**src/rtl/sync_fifo_pkg.sv**
```systemverilog
// Shared sizing helpers and types for the single-clock FIFO and its storage array.
package sync_fifo_pkg;

    // Ceiling log2, usable in constant expressions (port widths, localparams).
    function automatic int clog2(input int value);
        int result;
        result = 0;
        for (int i = 0; (1 << i) < value; i++) begin
            result = i + 1;
        end
        return result;
    endfunction

    localparam int DEPTH_DFLT = 256;
    localparam int PTR_W      = clog2(DEPTH_DFLT);
    localparam int CNT_W      = PTR_W + 1;

    // Post-reset sequencing: both sides stay busy until the counter expires.
    typedef enum logic {
        ST_BUSY  = 1'b0,
        ST_READY = 1'b1
    } rst_state_e;

endpackage

```
**src/rtl/sync_fifo_ram.sv**
```systemverilog
// Simple dual-port DATA_W x DEPTH array with one write port and a registered read port.
module sync_fifo_ram
    import sync_fifo_pkg::*;
#(
    parameter int DATA_W = 8,
    parameter int DEPTH  = DEPTH_DFLT
) (
    input  logic                     clk,
    input  logic                     we,
    input  logic [clog2(DEPTH)-1:0]  waddr,
    input  logic [DATA_W-1:0]        wdata,
    input  logic                     re,
    input  logic [clog2(DEPTH)-1:0]  raddr,
    output logic [DATA_W-1:0]        rdata
);

    logic [DATA_W-1:0] mem [DEPTH];
    logic [DATA_W-1:0] rdata_q;

    // NOTE: the array and its read register carry no reset so the tools can map them onto block RAM.
    always_ff @(posedge clk) begin
        if (we) begin
            mem[waddr] <= wdata;
        end
        if (re) begin
            rdata_q <= mem[raddr];
        end
    end

    assign rdata = rdata_q;

endmodule

```
**src/rtl/sync_fifo.sv**
```systemverilog
// Single-clock FIFO with vendor-compatible handshake, reset-busy sequencing and debug status.
module sync_fifo
    import sync_fifo_pkg::*;
#(
    parameter int DATA_W       = 8,
    parameter int DEPTH        = DEPTH_DFLT,
    parameter int AF_LEVEL     = DEPTH - 1,
    parameter int AE_LEVEL     = 1,
    parameter int RST_BUSY_CYC = 4
) (
    input  logic                    clk,
    input  logic                    rst_n,
    input  logic [DATA_W-1:0]       din,
    input  logic                    wr_en,
    input  logic                    rd_en,
    output logic [DATA_W-1:0]       dout,
    output logic                    valid,
    output logic                    full,
    output logic                    almost_full,
    output logic                    empty,
    output logic                    almost_empty,
    output logic [clog2(DEPTH):0]   data_count,
    output logic                    overflow,
    output logic                    underflow,
    output logic                    wr_rst_busy,
    output logic                    rd_rst_busy
);

    localparam int PW = clog2(DEPTH);
    localparam int CW = PW + 1;
    localparam int BW = (clog2(RST_BUSY_CYC + 1) > 0) ? clog2(RST_BUSY_CYC + 1) : 1;

    rst_state_e        state_q, state_d;
    logic [BW-1:0]     busy_cnt_q, busy_cnt_d;
    logic              busy;

    logic [PW-1:0]     wr_ptr_q, wr_ptr_d;
    logic [PW-1:0]     rd_ptr_q, rd_ptr_d;
    logic [CW-1:0]     count_q, count_d;
    logic              full_q, full_d;
    logic              empty_q, empty_d;
    logic              af_q, af_d;
    logic              ae_q, ae_d;
    logic              valid_q, valid_d;
    logic              ovf_q, ovf_d;
    logic              unf_q, unf_d;
    logic              dout_live_q, dout_live_d;
    logic              wa, ra;
    logic [DATA_W-1:0] ram_rdata;

    // NOTE: sequential state uses non-blocking assignments so every flop samples pre-edge values.
    always_ff @(posedge clk or negedge rst_n) begin
        if (!rst_n) begin
            state_q    <= ST_BUSY;
            busy_cnt_q <= '0;
        end else begin
            state_q    <= state_d;
            busy_cnt_q <= busy_cnt_d;
        end
    end

    // NOTE: every signal assigned in combinational logic gets a default first, so no latches form.
    always_comb begin
        state_d    = state_q;
        busy_cnt_d = busy_cnt_q;
        case (state_q)
            ST_BUSY: begin
                if (busy_cnt_q == BW'(RST_BUSY_CYC - 1)) begin
                    state_d = ST_READY;
                end else begin
                    busy_cnt_d = busy_cnt_q + BW'(1);
                end
            end
            ST_READY: begin
                state_d = ST_READY;
            end
            default: begin
                state_d = ST_BUSY;
            end
        endcase
    end

    always_comb begin
        busy = (state_q == ST_BUSY);
    end

    assign wa = wr_en & ~full_q  & ~busy;
    assign ra = rd_en & ~empty_q & ~busy;

    // Flags decode the post-edge occupancy, so they are exact the cycle after each operation.
    always_comb begin
        wr_ptr_d    = wa ? wr_ptr_q + PW'(1) : wr_ptr_q;
        rd_ptr_d    = ra ? rd_ptr_q + PW'(1) : rd_ptr_q;
        count_d     = count_q + CW'(wa) - CW'(ra);
        full_d      = (state_d == ST_BUSY) | (count_d == CW'(DEPTH));
        empty_d     = (count_d == '0);
        af_d        = (count_d >= CW'(AF_LEVEL));
        ae_d        = (count_d <= CW'(AE_LEVEL));
        valid_d     = ra;
        ovf_d       = wr_en & (full_q | busy);
        unf_d       = rd_en & (empty_q | busy);
        dout_live_d = dout_live_q | ra;
    end

    always_ff @(posedge clk or negedge rst_n) begin
        if (!rst_n) begin
            wr_ptr_q    <= '0;
            rd_ptr_q    <= '0;
            count_q     <= '0;
            full_q      <= 1'b1;
            empty_q     <= 1'b1;
            af_q        <= 1'b0;
            ae_q        <= 1'b1;
            valid_q     <= 1'b0;
            ovf_q       <= 1'b0;
            unf_q       <= 1'b0;
            dout_live_q <= 1'b0;
        end else begin
            wr_ptr_q    <= wr_ptr_d;
            rd_ptr_q    <= rd_ptr_d;
            count_q     <= count_d;
            full_q      <= full_d;
            empty_q     <= empty_d;
            af_q        <= af_d;
            ae_q        <= ae_d;
            valid_q     <= valid_d;
            ovf_q       <= ovf_d;
            unf_q       <= unf_d;
            dout_live_q <= dout_live_d;
        end
    end

    // Pointers always differ when count is 1, so a simultaneous read and write never collide.
    sync_fifo_ram #(
        .DATA_W (DATA_W),
        .DEPTH  (DEPTH)
    ) u_ram (
        .clk   (clk),
        .we    (wa),
        .waddr (wr_ptr_q),
        .wdata (din),
        .re    (ra),
        .raddr (rd_ptr_q),
        .rdata (ram_rdata)
    );

    // The RAM read register has no reset; dout reads as zero until the first accepted read.
    assign dout         = dout_live_q ? ram_rdata : '0;
    assign valid        = valid_q;
    assign full         = full_q;
    assign almost_full  = af_q;
    assign empty        = empty_q;
    assign almost_empty = ae_q;
    assign data_count   = count_q;
    assign overflow     = ovf_q;
    assign underflow    = unf_q;
    assign wr_rst_busy  = busy;
    assign rd_rst_busy  = busy;

endmodule

```
**config.mk**
```make
export PLATFORM = sky130hd
export DESIGN_NAME = sync_fifo
export DESIGN_NICKNAME = d
export VERILOG_FILES = /design/src/rtl/sync_fifo_pkg.sv /design/src/rtl/sync_fifo_ram.sv /design/src/rtl/sync_fifo.sv
export SDC_FILE = /design/constraint.sdc
export NUM_CORES = 2
export LEC_CHECK = 0
export BUFFER_PORTS_ARGS = -buffer_cell sky130_fd_sc_hd__buf_2
export CAP_MARGIN = 20
export CORE_MARGIN = 10
export CORE_UTILIZATION = 63
export DETAILED_ROUTE_END_ITERATION = 8
export PLACE_DENSITY = 0.79
export RECOVER_POWER = 100
export SYNTH_ARGS = -nofsm -noshare
export SYNTH_HDL_FRONTEND = slang
export SYNTH_HIERARCHICAL = 1
export SYNTH_SLANG_ARGS = --single-unit
```
**constraint.sdc**
```tcl
create_clock -name clk -period 4.3 [get_ports clk]
set_input_delay 0 -clock clk [delete_from_list [all_inputs] [get_ports clk]]
set_output_delay 0 -clock clk [all_outputs]
set_load 0.02 [all_outputs]
```
## Word level (Yosys, flattened, before mapping)

Memories as Yosys holds them, arrays and structs flattened. A register that Yosys moved wholly into a read port is not among the register bits.
Cells that the tools add are included.

| word-level totals | value |
|---|---|
| bits in registers | 37 |
| RAM bits | 2048 |
| input port bits | 12 |
| output and inout port bits | 26 |
| word-level logic and storage cells | 45 |
| memories kept | 1 |

| operators by class | value |
|---|---|
| add/sub/neg operators | 5 |
| magnitude comparators | 2 |
| eq/ne operators | 2 |
| multiplexer cells | 5 |
| bitwise operators | 15 |
| reduce and logical (&&, ||, !) cells | 2 |

Memory list:

| memory | depth | width | read ports | clocked after Yosys merged registers in | write ports | line | text |
|---|---|---|---|---|---|---|---|
| u_ram.mem | 256 | 8 | 1 | 1 | 1 | sync_fifo_ram.sv:17 | `logic [DATA_W-1:0] mem [DEPTH];` |

Operators with widths:

| cell | number |
|---|---|
| 8-bit by 1-bit adder with 8-bit output, second input constant | 2 |
| 9-bit by 1-bit adder with 9-bit output | 1 |
| 9-bit equality test, second input constant | 1 |
| 9-bit by 8-bit >= comparator with 1-bit output, second input constant | 1 |
| 9-bit by 1-bit less-or-equal comparator with 1-bit output, second input constant | 1 |
| 9-bit logical NOT | 1 |
| 9-bit by 1-bit subtractor with 9-bit output | 1 |
| 8-bit two-way mux | 1 |
| 1-bit bitwise AND | 6 |
| 1-bit NOT | 5 |
| 1-bit OR | 4 |
| 3-bit by 1-bit adder with 3-bit output, second input constant | 1 |
| 3-bit by 2-bit equality test with 1-bit output, second input constant | 1 |
| 1-bit two-way mux | 3 |
| 1-bit case mux with 2 select lines | 1 |
| 2-bit AND reduction | 1 |

## Logic depth before layout (Yosys ltp)

| depth | value |
|---|---|
| depth after elaboration | 7 |
| mapped depth | 14 |
| depth with buffers taken out | 14 |

## Hierarchy

Netlist, hierarchy kept.

Modules (own cells, without submodules):

| module | times used | cells each | area each (um2) | seq. area each (um2) |
|---|---|---|---|---|
| sync_fifo_ram | 1 | 3733 | 79636.4 | 61739.2 |
| sync_fifo | 1 | 163 | 1805.5 | 929.6 |

## Least setup slack after synthesis

No wires, ideal clock.

| timing | value |
|---|---|
| path type | register -> register |
| start point | register state_q |
| end point | register full_q, in the netlist full |
| library setup time | 86 ps |
| data arrival time | 3644 ps |
| required time | 4214 ps |
| setup slack | 570 ps |
| cell stages (with the launch flop) | 14 |
| path buffers | 0 |
| clock period less this slack | 3730 ps |
| cell sequence | dfrtp_1 inv_1 nor3b_2 ha_1 inv_1 ha_1 inv_1 fa_1 nand2b_1 a21oi_1 xor2_1 or4_1 or4_4 o31ai_2 |

| on the way | value |
|---|---|
| elaborated cells between the ends (all ways) | 9 |
| those cells by class | 2 x add/sub; 1 x eq/ne; 1 x mux; 5 x bitwise |

RTL lines:

| item | line | text |
|---|---|---|
| start, declared | sync_fifo.sv:33 | `rst_state_e state_q, state_d;` |
| start signal, assigned | sync_fifo.sv:57 | `state_q <= state_d;` |
| 1-bit NOT (no source line) | -- |  |
| named net rd_rst_busy | sync_fifo.sv:26 | `output logic rd_rst_busy` |
| 1-bit case mux with 2 select lines | sync_fifo.sv:66 | `case (state_q)` |
| 1-bit NOT | sync_fifo.sv:95 | `full_d = (state_d == ST_BUSY) \| (count_d == CW'(DEPTH));` |
| 1-bit OR | sync_fifo.sv:95 |  |
| named net full_d | sync_fifo.sv:40 | `logic full_q, full_d;` |
| end signal, assigned | sync_fifo.sv:122 | `full_q <= full_d;` |
| end, declared | sync_fifo.sv:40 |  |

The timed path passes the listed nets, and every way through them passes these cells.
A chain may end at the register's enable or synchronous reset.

## Worst setup path after layout

| timing | value |
|---|---|
| start point | register full_q, in the netlist full |
| end point | memory u_ram.mem[87][4], enable pin |

| on the way | value |
|---|---|
| cells in the longest elaborated chain, start to end | 5 |

Ends and longest elaborated chain:

| item | line | text |
|---|---|---|
| 1-bit NOT | sync_fifo.sv:87 | `assign wa = wr_en & ~full_q & ~busy;` |
| 1-bit bitwise AND (2 in series) | sync_fifo.sv:87 |  |
| named net wa | sync_fifo.sv:48 | `logic wa, ra;` |
| 1-bit two-way mux | sync_fifo_ram.sv:22 | `if (we) begin` |
| 1-bit two-way mux (not written as such) | sync_fifo_ram.sv:23 | `mem[waddr] <= wdata;` |
| end, declared | sync_fifo_ram.sv:17 |  |

The timed path passes the listed nets, and every way through them passes these cells.

==> run metrics <==
RePlAce Congestion between 0.8 and 0.9; WP data required approximately 4.7 ns; initial DRC count 6343; CTS H-tree depth 4; Hold Crit Class in -> reg; Routed Antenna Nets 0; DIE WIDTH approximately 380 um; Yosys reg bits 2093; first drt pass iteration count 6; warnings from Yosys 6; Final Slew Violations approximately 1400; fin nets approximately 4200; synth unique cells 70; PostCTS Resize Cnt 0; CTS tree done; post-CTS setup buffer count 0; initial antenna violation count 10; GRT Util Overall approximately 28%; Worst Skew just under 0.03 ns; first-pass GRT wire length between 200 and 300 mm; area of the multi-input gates ~17000 um2; failing checks capacitance limit, slew limit; area delta synth->final 10.7%; CP endpoint kind register; cts bufs inserted 193; pin count of the biggest net entering global routing 141; setup_tns 0 ns; CP max FO 20; Via density between 7 and 8; startpoint types register; Worst IR Drop VDD slightly above 500 uV; Final Util 70.4%; max-cap violations 22; sequential area share after synthesis between 70% and 80%; post-DP HPWL about 120 mm; Reg area around 63000 um2; initial core utilization 63.6%; DR DRC count 0; mapped cell area between 80000 and 90000 um2; total core area around 130000 um2; chip height 380 um; Post-synth ARST share about 1.8%; Syn Inst Count between 3000 and 4000; PwrDens 619 nW/um2; leakage 28.1 nW; fraction of layout cells with a size suffix above 1 21.0%; RSZ-0062 raised after global routing no; total power roughly 56 mW; number of flops mapped to enable cells by yosys approximately 2100; WL final between 200 and 250 mm; Max Clock Freq approximately 0.24 GHz; Mapped Nets 3922; Worst Tran Pin Value around 3.7 ns; Setup CP Type reg -> reg; final setup vio count 0; wire per inst roughly 34 um; latest clock arrival within the worst-skew pair 0.82 ns; final hold violations 0; Clock Path Buffers 3; Main synth FF type edfxtp_1; clock sink count roughly 2100; post-layout min period ~4.1 ns; Vias 42300; Fill cells 7188; Relative slew margins -150%; port bufs 37; vias in the first global route approximately 43000; global route total overflow 0; Clock Tree Root clkbuf_16; num rows approximately 130; clock-pin slew on the worst setup and hold paths around 0.060 ns; run status finished with violations; CTS hold repair buffers 15; io pins 38; crit path DAT between 4 and 5 ns; Final Cycle Share 95.6%; syn_area_per_cell 20.9 um2; Die Area around 140000 um2
==> layer usage <==
layer	routed length [um]	track usage [%]	part of all wire, %	vias up
met5	77	0	0.038	-
li1	-	-	-	16700
met1	69900	37.1	35	21800
met4	10500	12.1	5.2	12
met2	96000	43.3	48	3113
met3	24900	7.38	12	651
==> registers in the layout, indices dropped and copies added (netlist names) <==
signal,flops
valid,1
u_ram/mem,2048
underflow,1
rd_ptr_q,8
empty,1
busy_cnt_q,3
full,1
overflow,1
dout_live_q,1
state_q,1
wr_ptr_q,8
u_ram/rdata,8
almost_empty,1
almost_full,1
data_count,9
==> through the flow <==
stage | std cells | setup slack (ns) | area (um2) | hold slack [ns]
after global routing | 6010 | 0.250 | 90100 | 0.277
after global placement | 5640 | 0.348 | 84300 | 0.211
after detailed placement | 5643 | 0.647 | 84400 | 0.224
after CTS | 6009 | 0.641 | 90600 | 0.227
final | 6011 | 0.191 | 90100 | 0.272
after floorplan | 3896 | 0.570 | 81400 | -0.296
==> Yosys cell counts, types with 4 or more instances <==
cell type / instances / area (um2)
o32ai_1: 4 / 35.0
and3_1: 4 / 25.0
or2_2: 5 / 31.3
mux2i_1: 134 / 1340
nor2b_1: 31 / 194
buf_6: 21 / 236
nor4_1: 25 / 156
ha_1: 13 / 163
o221ai_1: 46 / 403
buf_4: 28 / 210
o22ai_1: 28 / 175
edfxtp_1: 2056 / 61700
o21ai_0: 15 / 75.1
xnor2_1: 12 / 105
nand4_1: 14 / 87.6
mux4_2: 454 / 10200
nor2_1: 294 / 1100
inv_1: 21 / 78.8
a21oi_1: 100 / 500
a22oi_1: 133 / 998
nand2_1: 41 / 154
o211ai_1: 11 / 82.6
nor3_1: 23 / 115
a211oi_1: 16 / 120
o22a_1: 5 / 43.8
dfrtp_1: 34 / 851
nand2b_1: 10 / 62.6
a22o_1: 8 / 70.1
nand3_1: 37 / 185
and2_1: 14 / 87.6
buf_1: 22 / 82.6
buf_8: 13 / 195
a221oi_1: 13 / 114
buf_2: 31 / 155
buf_12: 8 / 160
xor2_1: 10 / 87.6
clkbuf_1: 111 / 417
==> area by class of cell <==
type / count / share of cell area, %
inverter: 22 / 0.0916
multi-input combinational: 1547 / 19.1
clock inverter: 110 / 1.13
tap: 1729 / 2.40
antenna: 1 / 0.00278
clock buffer: 241 / 5.66
sequential: 2093 / 69.5
timing repair buffer: 268 / 2.04
==> critical path, stage by stage (launching register included) <==
cell and delay, ns:
dfstp_1 0.54, nand3b_1 0.31, inv_1 0.13, buf_4 0.23, nand4_1 0.13, clkbuf_1 1.58, nor2_1 0.72
==> cell families after synthesis <==
family	synth area share, %
AO/OA/AOI/OAI	3.52
XOR/XNOR	0.237
adder cells (fa/ha/maj)	0.224
buffers and inverters	1.89
flip-flops	76.9
multiplexers	14.3
AND/OR/NAND/NOR	2.88
==> placed cells by master (no fill, tap or decap), types with 28 or more instances in the layout <==
cell type | synthesis | routed
clkinv_1 | 1 | 49
mux4_2 | 454 | 454
clkinv_2 | 0 | 31
a21oi_1 | 100 | 100
nand2_1 | 41 | 41
clkbuf_16 | 0 | 196
mux2i_1 | 134 | 134
o221ai_1 | 46 | 46
buf_4 | 28 | 95
o22ai_1 | 28 | 28
edfxtp_1 | 2056 | 2056
nor2b_1 | 31 | 28
a22oi_1 | 133 | 133
nand3_1 | 37 | 37
dfrtp_1 | 34 | 29
clkbuf_1 | 111 | 146
nor2_1 | 294 | 291
==> path summary, 6_finish.rpt <==
| kind | startpoint | to | slack [ns] | depth (start not counted) |
|---|---|---|---|---|
| max | full | u_ram/mem[87][4] | 0.19 | 6 |
| min | wr_en | wr_ptr_q[0] | 0.27 | 4 |
| max reg2reg | full | u_ram/mem[87][4] | 0.19 | 6 |
| min reg2reg | busy_cnt_q[0] | busy_cnt_q[0] | 0.51 | 1 |
| max in group asynchronous | rst_n | rd_ptr_q[2] | 1.30 | 4 |
| min in group asynchronous | rst_n | almost_empty | 0.36 | 3 |
==> where the power goes <==
group	internal (mW)	leakage (nW)	switching [mW]	total [mW]
clock network	9.52	3.00	7.23	16.7
logic	6.41	6.21	9.34	15.7
registers	22.8	18.9	0.495	23.3
No activity file was read; power rests on OpenSTA's default activity.
